==> config.mk <==
export PLATFORM = sky130hd
export DESIGN_NAME = seq_shifter
export DESIGN_NICKNAME = d
export VERILOG_FILES = /design/src/rtl/seq_shifter.sv
export SDC_FILE = /design/constraint.sdc
export NUM_CORES = 1
export LEC_CHECK = 0
export CAP_MARGIN = 20
export CORE_MARGIN = 2
export CORE_UTILIZATION = 29
export DETAILED_ROUTE_END_ITERATION = 16
export PLACE_DENSITY = 0.62
export RECOVER_POWER = 25
export SLEW_MARGIN = 20
export SYNTH_ARGS = -nofsm -noshare
export SYNTH_HDL_FRONTEND = slang
export SYNTH_SLANG_ARGS = --single-unit
==> constraint.sdc <==
create_clock -name clk -period 1.9 [get_ports clk]
set_input_delay 0.38 -clock clk [delete_from_list [all_inputs] [get_ports clk]]
set_output_delay 0.38 -clock clk [all_outputs]
set_load 0.01 [all_outputs]
==> src/rtl/seq_shifter.sv <==
// seq_shifter: iterative shift/rotate unit, one bit position per clock.
// Operand and result move over valid/ready handshakes; latency is K+1 cycles.
module seq_shifter #(
    parameter int WIDTH = 4,
    parameter int KW    = $clog2(WIDTH)
) (
    input  logic             clk,
    input  logic             reset_n,
    input  logic             in_valid,
    output logic             in_ready,
    input  logic [WIDTH-1:0] A,
    input  logic [KW-1:0]    K,
    input  logic             left,
    input  logic             arithmetic,
    input  logic             shift,
    output logic [WIDTH-1:0] out,
    output logic             out_valid,
    input  logic             out_ready,
    output logic             busy
);

    typedef enum logic [1:0] {
        IDLE  = 2'd0,
        SHIFT = 2'd1,
        DONE  = 2'd2
    } state_t;

    state_t           state_q, state_d;
    logic [WIDTH-1:0] work_q, work_d, step_val;
    logic [KW-1:0]    cnt_q, cnt_d;
    logic             left_q, left_d;
    logic             arith_q, arith_d;
    logic             shift_q, shift_d;
    logic             sign_q, sign_d;
    logic             accept;

    assign in_ready  = reset_n && (state_q == IDLE);
    assign accept    = in_valid && in_ready;
    assign out       = work_q;
    assign out_valid = (state_q == DONE);
    assign busy      = (state_q != IDLE);

    // Single-position step of the work register
    always_comb begin
        step_val = work_q;
        unique casez ({shift_q, left_q, arith_q})
            3'b00?: step_val = {work_q[0], work_q[WIDTH-1:1]};
            3'b01?: step_val = {work_q[WIDTH-2:0], work_q[WIDTH-1]};
            3'b100: step_val = {1'b0, work_q[WIDTH-1:1]};
            3'b101: step_val = {sign_q, work_q[WIDTH-1:1]};
            3'b11?: step_val = {work_q[WIDTH-2:0], 1'b0};
        endcase
    end

    always_comb begin
        state_d = state_q;
        work_d  = work_q;
        cnt_d   = cnt_q;
        left_d  = left_q;
        arith_d = arith_q;
        shift_d = shift_q;
        sign_d  = sign_q;
        unique case (state_q)
            IDLE: begin
                if (accept) begin
                    work_d  = A;
                    cnt_d   = K;
                    left_d  = left;
                    arith_d = arithmetic;
                    shift_d = shift;
                    sign_d  = A[WIDTH-1];
                    state_d = (K == '0) ? DONE : SHIFT;
                end
            end
            SHIFT: begin
                work_d = step_val;
                cnt_d  = cnt_q - KW'(1);
                if (cnt_q == KW'(1)) begin
                    state_d = DONE;
                end
            end
            DONE: begin
                if (out_ready) begin
                    state_d = IDLE;
                end
            end
            default: state_d = IDLE;
        endcase
    end

    always_ff @(posedge clk) begin
        if (!reset_n) begin
            state_q <= IDLE;
            work_q  <= '0;
            cnt_q   <= '0;
            left_q  <= 1'b0;
            arith_q <= 1'b0;
            shift_q <= 1'b0;
            sign_q  <= 1'b0;
        end else begin
            state_q <= state_d;
            work_q  <= work_d;
            cnt_q   <= cnt_d;
            left_q  <= left_d;
            arith_q <= arith_d;
            shift_q <= shift_d;
            sign_q  <= sign_d;
        end
    end

endmodule

==> results.py <==
metrics = {
    "timing": {
        "tightest_slew_ns": 0.3700,
        "drv_slew": 0,
        "period_share_pct": 92.03,
        "relSlewSlack_pct": 75.24,
        "postLayoutSetupSlackWorst_ns": 0.1515,
        "final.min_clock_period_ns": 1.748,
        "worst_clock_skew_ns": 0.004838,
        "setup_viol": 0,
        "max_freq_mhz": 571.9,
        "final_hold_viol_count": 0,
        "rsz0062_at_grt": "no",
    },
    "floorplan": {
        "pin_count": 20,
        "num_rows": 17,
        "initial_utilization_pct": 30.44,
        "die_w_microns": 51.96,
        "floorplan.die_area_sq_mm": 0.002699,
        "die_height_microns": 51.96,
        "core_region_area_sq_mm": 0.002191,
    },
    "global_route": {
        "global_route.usage.total_pct": 13.17,
        "globalRouteOverflowTotal": 0,
        "grt_start_max_net_pins": 18,
        "grt_pass1_vias": 570,
        "antenna_found_initial": 0,
        "grt_first_pass_wirelength_microns": 2539,
    },
    "synth": {
        "cell_variety_after_synth": 23,
        "synth_fp_nets": 97,
        "sequential_area_share_after_synthesis_pct": 36.02,
        "yosys.area.top_type": "dfxtp_1",
        "synthFlopType": "dfxtp_1",
        "synthesis.area_per_instance_sq_um": 8.035,
        "ys_top_cells_by_area": "dfxtp_1 (36%), mux2i_1 (11%), nor2_1 (6.8%), nand2_1 (5.6%), a21oi_1 (4.5%)",
        "area_share_of_the_largest_cell_type_after_synthesis_pct": 36.02,
        "number_of_enable_flip_flop_cells_after_synthesis": 0,
        "synthesis.area_sq_um": 666.9,
        "cells_after_synthesis": 83,
        "synth-warning-count": 0,
        "ys_async_sr_fraction_pct": 0,
        "synth.ff_latch_count": 12,
    },
    "critical_path": {
        "cp.arrival_ns": 1.37,
        "crit_required_ns": 1.52,
        "crit_path_slowest_cell": "clkdlybuf4s50_1",
        "critical_path.reg2reg.endpoint": "out[1]",
        "worst_case_reg_to_reg_path_depth": 5,
        "critical_path.endpoint_type": "output pin",
        "crit_start": "state_q[1]",
        "cp_cell_sequence": "or2_4, clkdlybuf4s50_1",
        "cp_slowest_stage_delay_ns": 0.49,
        "timing.rr.start": "state_q[0]",
        "criticalPathCategory": "reg -> out",
        "crit_path_max_fanout": 3,
        "critPathLaunchType": "register",
        "r2r_slack_ns": 0.59,
    },
    "power_and_ir_drop": {
        "maximum_vdd_ir_drop_uv": 285.1,
        "total_power_after_layout_mw": 0.7421,
        "power_density_mw_per_mm2": 801.5,
        "static-leakage-power_nw": 0.3798,
    },
    "route": {
        "drt_iter0_drc": 6,
        "remaining_drc_errors": 0,
        "wl_per_cell_microns": 11.39,
        "ant_nets": 0,
        "route.detailed.vias_per_inst": 4.744,
        "first_pass_iters": 3,
        "routed-via-count": 631,
        "detail_route.wirelength_microns": 1515,
    },
    "worst_hold_path": {
        "hold_ep": "sign_q",
        "hold_path.startpoint": "sign_q",
        "min_delay_path_depth": 2,
        "hp-class": "reg -> reg",
    },
    "clocking": {
        "cts_root_buffer_type": "clkbuf_4",
        "number_of_buffers_on_the_longest_clock_path": 2,
        "postCtsSetupRepairBufs": 0,
        "cts.htree.levels": 1,
        "numCtsBuffers": 3,
        "count_of_clock_tree_sinks": 12,
        "clk_pin_slew_ns": 0.09,
        "worstSkewPairLatency_ns": 0.28,
        "tritoncts": "built",
        "holdBufCountCts": 0,
    },
    "placement": {
        "detailed_place_hpwl_microns": 1156,
        "io_buffers": 19,
        "placed_cells": 129,
        "place.gp.congestion": 0.7274,
        "place_worst_setup_slack_ns": -0.04103,
    },
    "run": {
        "drv.max_cap_violation_count": 0,
    },
    "layout": {
        "multi_input_area_sq_um": 377.9,
        "insertedDiodeCount": 0,
        "finish.cell_count_without_fillers": 133,
        "final_util_pct": 42.26,
        "drive_above_1_share_pct": 9.524,
        "num-nets-final": 120,
        "syn2layout_area_growth_pct": 38.84,
        "fill_cells": 223,
        "sequential_cell_area_sq_um": 240.2,
    },
    "status": {
        "status": "finished clean",
    },
}
routing by layer:
| metal | part of all wire (%) | routed length, microns | vias to the layer above | track usage [%] |
|---|---|---|---|---|
| met3 | 5.4 | 82 | 4 | 4.023 |
| met5 | 0 | 0 | - | 0 |
| met1 | 49 | 749 | 284 | 16.11 |
| li1 | - | - | 329 | - |
| met2 | 42 | 630 | 14 | 18.78 |
| met4 | 3.5 | 53 | 0 | 10.53 |
metrics by stage:
stage | hold slack (ns) | instance area [sq um] | setup TNS (ns)
floorplan | 0.4602 | 666.9 | 0
global placement | 0.4774 | 890.9 | -0.04717
detailed placement | 0.4856 | 890.9 | -0.04103
CTS | 0.5058 | 925.9 | 0
global route | 0.5332 | 925.9 | 0
finish | 0.5004 | 925.9 | 0
worst max path at each step:
stage,endpoint,slack [ns],depth (start not counted)
floorplan,in_ready,0.67,3
global placement,in_ready,-0.05,4
detailed placement,in_ready,-0.04,4
CTS,out_valid,0.03,3
global route,busy,0.11,2
finish,busy,0.15,2
where the power goes:
| part | switching, mW | leakage (nW) | total (mW) | internal [mW] |
|---|---|---|---|---|
| clock | 0.0984 | 0.0210 | 0.215 | 0.117 |
| sequential | 0.0233 | 0.0988 | 0.303 | 0.280 |
| combinational | 0.105 | 0.260 | 0.224 | 0.119 |
| total | 0.226 | 0.380 | 0.742 | 0.516 |
repair_timing:
action / CTS / global route
endpoints found under the setup margin: 1 / 1
resized for setup: 1 / 1
hold endpoints to repair: 0 / 0
cells in the mapped netlist, types with 2 or more instances:
| master | number |
|---|---|
| o211ai_1 | 2 |
| dfxtp_1 | 12 |
| a211oi_1 | 3 |
| mux2i_1 | 7 |
| a21oi_1 | 6 |
| o21ai_0 | 6 |
| nand2_1 | 10 |
| inv_1 | 4 |
| buf_2 | 4 |
| nor2_1 | 12 |
| nor2b_1 | 2 |
| nand2b_1 | 2 |
| o22ai_1 | 3 |
area by class of cell:
cell class	instances	share of cell area, %
Timing Repair Buffer	23	23.92
Clock buffer	4	3.919
Sequential cell	12	25.95
Tap cell	28	3.784
Inverter	4	1.622
Multi-Input combinational cell	62	40.81
critical path, delay by kind of cell, from the launching register on:
| kind | cells | cell delay (ns) |
|---|---|---|
| AND/OR/NAND/NOR | 1 | 0.28 |
| buffers and inverters | 1 | 0.49 |
| flip-flops | 1 | 0.32 |
cells in the final DEF, fill, tap and decap left out:
master,n
and2b_1,1
a221oi_1,1
clkbuf_4,3
clkbuf_8,1
nor2_8,1
nand2b_1,2
nand2_1,10
o21ai_0,6
mux2i_1,7
dlygate4sd3_1,2
dlymetal6s2s_1,1
clkdlybuf4s50_1,15
dfxtp_1,12
or2_4,1
o22ai_1,3
a211oi_1,3
dlygate4sd2_1,1
o211ai_1,2
ha_1,1
nor2b_1,2
nand4b_1,1
a21oi_1,6
or3_1,1
nor2_1,13
o31ai_1,1
buf_4,4
inv_1,4
kinds of logic after synthesis:
kind of cell | count (synthesis) | synth area share, %
AND/OR/NAND/NOR | 32 | 24.77
AO/OA/AOI/OAI | 22 | 19.89
flip-flops | 12 | 36.02
buffers and inverters | 9 | 6.941
multiplexers | 7 | 10.51
adder cells (fa/ha/maj) | 1 | 1.876
flip-flops by register name, indices dropped and copies added, names as in the netlist:
name     flops
arith_q      1
shift_q      1
state_q      2
out          4
cnt_q        2
sign_q       1
left_q       1
(Power assumes the default switching activity.)
